### config.mk
export PLATFORM = sky130hd
export DESIGN_NAME = ber_sync_counter
export DESIGN_NICKNAME = d
export VERILOG_FILES = /design/src/rtl/ber_pkg.sv /design/src/rtl/ber_window_counter.sv /design/src/rtl/ber_sync_counter.sv
export SDC_FILE = /design/constraint.sdc
export NUM_CORES = 2
export LEC_CHECK = 0
export BUFFER_PORTS_ARGS = -buffer_cell sky130_fd_sc_hd__buf_2
export CELL_PAD_IN_SITES_DETAIL_PLACEMENT = 0
export CELL_PAD_IN_SITES_GLOBAL_PLACEMENT = 1
export CORE_UTILIZATION = 45
export CTS_CLUSTER_DIAMETER = 150
export DETAILED_ROUTE_END_ITERATION = 16
export MAX_ROUTING_LAYER = met4
export PLACE_DENSITY_LB_ADDON = 0.1
export SYNTH_ARGS = -nofsm -noshare
export SYNTH_HDL_FRONTEND = slang
export SYNTH_SLANG_ARGS = --single-unit
### constraint.sdc
create_clock -name clk -period 18.6 [get_ports clk]
set_input_delay 0.93 -clock clk [delete_from_list [all_inputs] [get_ports clk]]
set_output_delay 0.93 -clock clk [all_outputs]
set_load 0.01 [all_outputs]
### src/rtl/ber_pkg.sv
// Shared state type, width helper and parameter defaults for the BER
// synchronisation counter and its window sub-block.
package ber_pkg;

  localparam int DEF_NBT_COUNT_BITS_ERR = 64;
  localparam int DEF_MAX_DELAY          = 511;
  localparam int DEF_SYNC_WINDOW        = 511;
  localparam int DEF_BER_OK_THRESH      = 0;

  typedef enum logic [1:0] {
    IDLE,
    SWEEP,
    COUNT
  } berState_t;

  // Bits needed to hold any value in 0..maxVal, never fewer than one.
  function automatic int idxWidth(input int maxVal);
    return (maxVal < 1) ? 1 : $clog2(maxVal + 1);
  endfunction

endpackage

### src/rtl/ber_window_counter.sv
// Counts strobes and errors over SYNC_WINDOW bits; pulses done_o on the
// closing strobe together with that window's final error total.
module ber_window_counter
  import ber_pkg::*;
#(
  parameter int  SYNC_WINDOW = DEF_SYNC_WINDOW,
  localparam int CW          = idxWidth(SYNC_WINDOW)
) (
  input  logic          clk_i,
  input  logic          rst_i,
  input  logic          clear_i,
  input  logic          valid_i,
  input  logic          err_i,
  output logic          done_o,
  output logic [CW-1:0] errTotal_o
);

  logic [CW-1:0] cntQ, cntD;
  logic [CW-1:0] errQ, errD;

  // errTotal_o already includes the current strobe so the closing bit counts.
  assign errTotal_o = errQ + CW'(err_i);
  assign done_o     = valid_i && !clear_i && (cntQ == CW'(SYNC_WINDOW - 1));

  always_comb begin
    cntD = cntQ;
    errD = errQ;
    if (clear_i || done_o) begin
      cntD = '0;
      errD = '0;
    end else if (valid_i) begin
      cntD = cntQ + CW'(1);
      errD = errTotal_o;
    end
  end

  always_ff @(posedge clk_i or posedge rst_i) begin
    if (rst_i) begin
      cntQ <= '0;
      errQ <= '0;
    end else begin
      cntQ <= cntD;
      errQ <= errD;
    end
  end

endmodule

### src/rtl/ber_sync_counter.sv
// Per-branch BER stage: sweeps reference delays, locks on the lowest-error
// one, then accumulates errors/bits. BER_EARLY_LOCK_EN locks on the first clean window.
module ber_sync_counter
  import ber_pkg::*;
#(
  parameter int  NBT_COUNT_BITS_ERR = DEF_NBT_COUNT_BITS_ERR,
  parameter int  MAX_DELAY          = DEF_MAX_DELAY,
  parameter int  SYNC_WINDOW        = DEF_SYNC_WINDOW,
  parameter int  BER_OK_THRESH      = DEF_BER_OK_THRESH,
  localparam int DW                 = idxWidth(MAX_DELAY),
  localparam int EW                 = idxWidth(SYNC_WINDOW),
  localparam int AW                 = NBT_COUNT_BITS_ERR
) (
  input  logic          clk,
  input  logic          i_reset,
  input  logic          i_enable,
  input  logic          i_valid,
  input  logic          i_ref_bit,
  input  logic          i_rx_bit,
  output logic [AW-1:0] o_accum_err,
  output logic [AW-1:0] o_accum_tot,
  output logic [DW-1:0] o_delay,
  output logic          o_sync_done,
  output logic          o_ber_ok
);

  localparam logic [31:0] OK_THRESH = BER_OK_THRESH;

  berState_t stateQ, stateD;

  logic [MAX_DELAY-1:0] lineQ;
  logic [MAX_DELAY:0]   lineView;
  logic [DW-1:0]        candQ, bestQ, delayQ;
  logic [EW-1:0]        minErrQ;
  logic [AW-1:0]        accErrQ, accTotQ;
  logic                 syncDoneQ, berOkQ;

  logic          startSweep, sweepValid, countValid, winClear, lockNow;
  logic          bitErr, better, lastCand, earlyHit;
  logic          winDone;
  logic [EW-1:0] winErrTotal;
  logic [DW-1:0] tapIdx;

  // Index 0 is the bit arriving now, so index d is the reference d strobes ago.
  assign lineView = {lineQ, i_ref_bit};
  assign tapIdx   = (stateQ == SWEEP) ? candQ : delayQ;
  assign bitErr   = i_rx_bit ^ lineView[tapIdx];
  assign better   = winErrTotal < minErrQ;
  assign lastCand = candQ == DW'(MAX_DELAY);

`ifdef BER_EARLY_LOCK_EN
  assign earlyHit = winErrTotal == '0;
`else
  assign earlyHit = 1'b0;
`endif

  ber_window_counter #(
    .SYNC_WINDOW(SYNC_WINDOW)
  ) u_window (
    .clk_i     (clk),
    .rst_i     (i_reset),
    .clear_i   (winClear),
    .valid_i   (sweepValid || countValid),
    .err_i     (bitErr),
    .done_o    (winDone),
    .errTotal_o(winErrTotal)
  );

  always_ff @(posedge clk or posedge i_reset) begin
    if (i_reset) begin
      stateQ <= IDLE;
    end else begin
      stateQ <= stateD;
    end
  end

  always_comb begin
    stateD = stateQ;
    if (!i_enable) begin
      stateD = IDLE;
    end else begin
      case (stateQ)
        IDLE:    stateD = SWEEP;
        SWEEP:   if (lockNow) stateD = COUNT;
        COUNT:   stateD = COUNT;
        default: stateD = IDLE;
      endcase
    end
  end

  // A strobe sampled with i_enable low is dropped, hence the enable gating.
  always_comb begin
    startSweep = 1'b0;
    sweepValid = 1'b0;
    countValid = 1'b0;
    winClear   = 1'b0;
    lockNow    = 1'b0;
    case (stateQ)
      IDLE: begin
        winClear   = 1'b1;
        startSweep = i_enable;
      end
      SWEEP: begin
        sweepValid = i_enable && i_valid;
        lockNow    = sweepValid && winDone && (lastCand || earlyHit);
      end
      COUNT:   countValid = i_enable && i_valid;
      default: winClear = 1'b1;
    endcase
  end

  always_ff @(posedge clk or posedge i_reset) begin
    if (i_reset) begin
      lineQ <= '0;
    end else if (i_valid) begin
      lineQ <= lineView[MAX_DELAY-1:0];
    end
  end

  always_ff @(posedge clk or posedge i_reset) begin
    if (i_reset) begin
      candQ   <= '0;
      bestQ   <= '0;
      minErrQ <= '1;
    end else if (startSweep) begin
      candQ   <= '0;
      bestQ   <= '0;
      minErrQ <= '1;
    end else if (sweepValid && winDone) begin
      if (better) begin
        minErrQ <= winErrTotal;
        bestQ   <= candQ;
      end
      if (!lockNow) begin
        candQ <= candQ + DW'(1);
      end
    end
  end

  always_ff @(posedge clk or posedge i_reset) begin
    if (i_reset) begin
      delayQ    <= '0;
      syncDoneQ <= 1'b0;
      berOkQ    <= 1'b0;
    end else if (!i_enable) begin
      syncDoneQ <= 1'b0;
      berOkQ    <= 1'b0;
    end else if (lockNow) begin
      delayQ    <= better ? candQ : bestQ;
      syncDoneQ <= 1'b1;
    end else if (countValid && winDone) begin
      berOkQ <= 32'(winErrTotal) <= OK_THRESH;
    end
  end

  // Both totals stop together at saturation so their ratio stays meaningful.
  always_ff @(posedge clk or posedge i_reset) begin
    if (i_reset) begin
      accErrQ <= '0;
      accTotQ <= '0;
    end else if (startSweep) begin
      accErrQ <= '0;
      accTotQ <= '0;
    end else if (countValid && (accTotQ != '1)) begin
      accTotQ <= accTotQ + AW'(1);
      accErrQ <= accErrQ + AW'(bitErr);
    end
  end

  assign o_accum_err = accErrQ;
  assign o_accum_tot = accTotQ;
  assign o_delay     = delayQ;
  assign o_sync_done = syncDoneQ;
  assign o_ber_ok    = berOkQ;

endmodule

==> metrics <==
outcome=completed; fill count=6,457; Die ar.=0.07459 mm²; Post-synth EDFFs=0; critical path startpoint category=flip-flop; Row Count=99; CTS tree=yes; DRC violations left=0; Synth Register Bits=697; RSZ-0062 raised after global routing=no; Ys Warns=0; final count of negative-setup-slack endpoints=0; Netlist cell types=60; critical path class=flip-flop to flip-flop; first-pass GRT wire length=129,800 µm; mapped cell area=0.03308 mm²; most frequent cells in the layout=688 x dfrtp_1, 516 x mux2_2, 379 x nand2_1; gpl congestion=0.8222; placed inst area=0.03467 mm²; final worst slack=9.697 ns; clk_lat worst skew=0.63 ns; fmax=112.3 MHz; post-synthesis area per instance=11.45 µm²; Port Buffer Count=144; final net count=2,997; wire length per cell=19.94 µm; TritonCTS Buffers=80; share of layout cells above drive strength 1=28.61%; worst rel slew slack=16.81%; Root Driver=clkbuf_16; GRT overflow=0; # hold bufs at CTS=0; main flop type after synthesis=dfrtp_1; Max clock buf depth=3; Final Cell Area=0.03738 mm²; Final Skew=0.01804 ns; die height=273.1 µm; worst ir drop on vdd=0.07366 mV; async set-or-reset flop fraction in the synthesized netlist=100.0%; Setup Buffers After CTS=0; CTS clk-pin slew, worst paths=0.06 ns; Max-cap violations=0; vias in the first global route=22,780; # resized after CTS=0; clk sinks=697; Yosys top cell area share=52.05%; Synth Net Count=2,915; Static Leak=17.51 nW; commonest non-fill, non-tap cell in the layout=dfrtp_1; Post-Place Worst Slack=9.625 ns; 1st-iter DRT viols=1,536; largest net degree at the start of global routing=206; Die Wd=273.1 µm; Post-Layout Cell Count=3,993; crit share post-route=47.87%; min-delay worst type=primary input to asynchronous set/reset pin; max-slew violations=0; Worst setup EP type=flip-flop; drt pass-1 iters=5; placed cell count=3,849; Gate Count Post-Synth=2,890; Final Hold Vio Count=0; TNS Setup=0 ns; crit path DAT=9.45 ns; pwr dens=91.97 mW/mm²; DP HPWL=48,120 µm; Via density=5.626; area of the multi-input gates=0.01487 mm²; DR vias=22,460; worst slew pin tran=1.240 ns; Synth area leader=dfrtp_1; core area=0.07283 mm²; Final ANT Viol Nets=0; routed wire length=79,630 µm; Storage cell area=0.01745 mm²; GRT Overall Usage=22.39%; CTS H-tree depth=3; initial core utilization=45.41%; register area share after synthesis=52.77%; n_diodes=0; Synth area leaders=dfrtp_1 52%, mux2_2 18%, nand2_1 4.3%; CP required=19.15 ns; area delta synth->final=13.02%; min Tclk post-route=8.904 ns; crit-path max FO=48; antenna violations before repair=0; IO Count=145
[per-stage QoR]
stage | power [mW] | utilization, % | hold WS [ns]
detailed placement | 1.851 | 47.60 | 0.5002
finish | 3.438 | 51.32 | 0.3496
CTS | 3.495 | 51.32 | 0.3281
floorplan | 1.780 | - | 0.4806
global route | 3.581 | 51.32 | 0.3663
global placement | 1.843 | 47.60 | 0.4915
[power breakdown]
part           total, mW  switching (mW)  internal (mW)
sequential          1.57          0.0235           1.55
combinational      0.247           0.169         0.0772
clock               1.62           0.642          0.977
total               3.44           0.835           2.60
[cells in the mapped netlist, types with 14 or more instances]
cell and count:
a32oi_1 27, xor2_1 98, nor3_1 14, and3_1 37
a32o_1 15, mux4_2 15, clkbuf_1 135, dfrtp_1 688
buf_2 27, xnor2_1 39, or3_1 18, o311ai_0 14
ha_1 19, nor2_1 175, nand2_1 379, nand4_1 56
mux2_2 518, nand3_1 180, o22ai_1 15, a21oi_1 68
inv_1 32, o21ai_0 50, mux2i_1 129
[state kept, by name, indices dropped and copies added, names as in the netlist]
signal         count
o_accum_tot       64
o_accum_err       64
candQ              9
o_delay            9
o_ber_ok           1
bestQ              9
lineQ            511
u_window.cntQ      9
stateQ             2
o_sync_done        1
minErrQ            9
u_window.errQ      9
[worst max-delay path, stage by stage, from the launching register on]
cell	delay [ns]
dfrtp_1	0.39
inv_1	0.12
ha_2	0.81
mux2_4	0.66
buf_4	0.54
buf_4	0.74
nand2_1	0.11
nand3_1	0.11
a21oi_1	0.07
o311ai_0	0.55
nand4_1	0.28
o211ai_1	0.33
nand4_1	0.32
xnor2_1	0.46
ha_1	0.33
nand2_1	0.10
xnor2_1	0.37
ha_1	0.32
a21o_1	0.16
a21o_1	0.17
a21o_1	0.16
a221oi_1	0.41
o21ai_1	0.47
or4_1	0.63
nand3_1	0.10
[cell families after synthesis]
logic type / count (synthesis) / synth area share (%)
fa+ha+maj: 19 / 0.7187
xor+xnor: 137 / 3.628
flops: 697 / 52.77
compound gates: 256 / 5.300
mux: 662 / 22.56
simple gates: 908 / 12.46
buf+inv: 211 / 2.565
[area by class of cell]
class                           count  area share [%]
Sequential cell                   697           46.69
Multi-Input combinational cell   1982           39.78
Clock buffer                      119           6.313
Tap cell                          959           3.210
Timing Repair Buffer              179           2.725
Clock inverter                     25          0.9506
Inverter                           32          0.3314
[final timing paths]
| check | start | end | slack [ns] | cells past startpoint |
|---|---|---|---|---|
| worst max-delay path | stateQ[1] | minErrQ[7] | 9.70 | 24 |
| worst min-delay path | i_reset | bestQ[5] | 0.35 | 2 |
| worst max register to register | stateQ[1] | minErrQ[7] | 9.70 | 24 |
| worst min register to register | lineQ[510] | lineQ[510] | 0.51 | 1 |
| max in group asynchronous | i_reset | lineQ[297] | 14.24 | 6 |
| min in group clk | lineQ[510] | lineQ[510] | 0.51 | 1 |
[metal layers]
metal | up-vias | share of wire, % | global-route usage [%]
li1 | 10450 | - | -
met1 | 11500 | 47 | 30.09
met2 | 388 | 47 | 35.20
met3 | 121 | 4.1 | 3.321
met4 | 0 | 2.1 | 6.425
met5 | - | 0 | -
(Power assumes the default switching activity.)
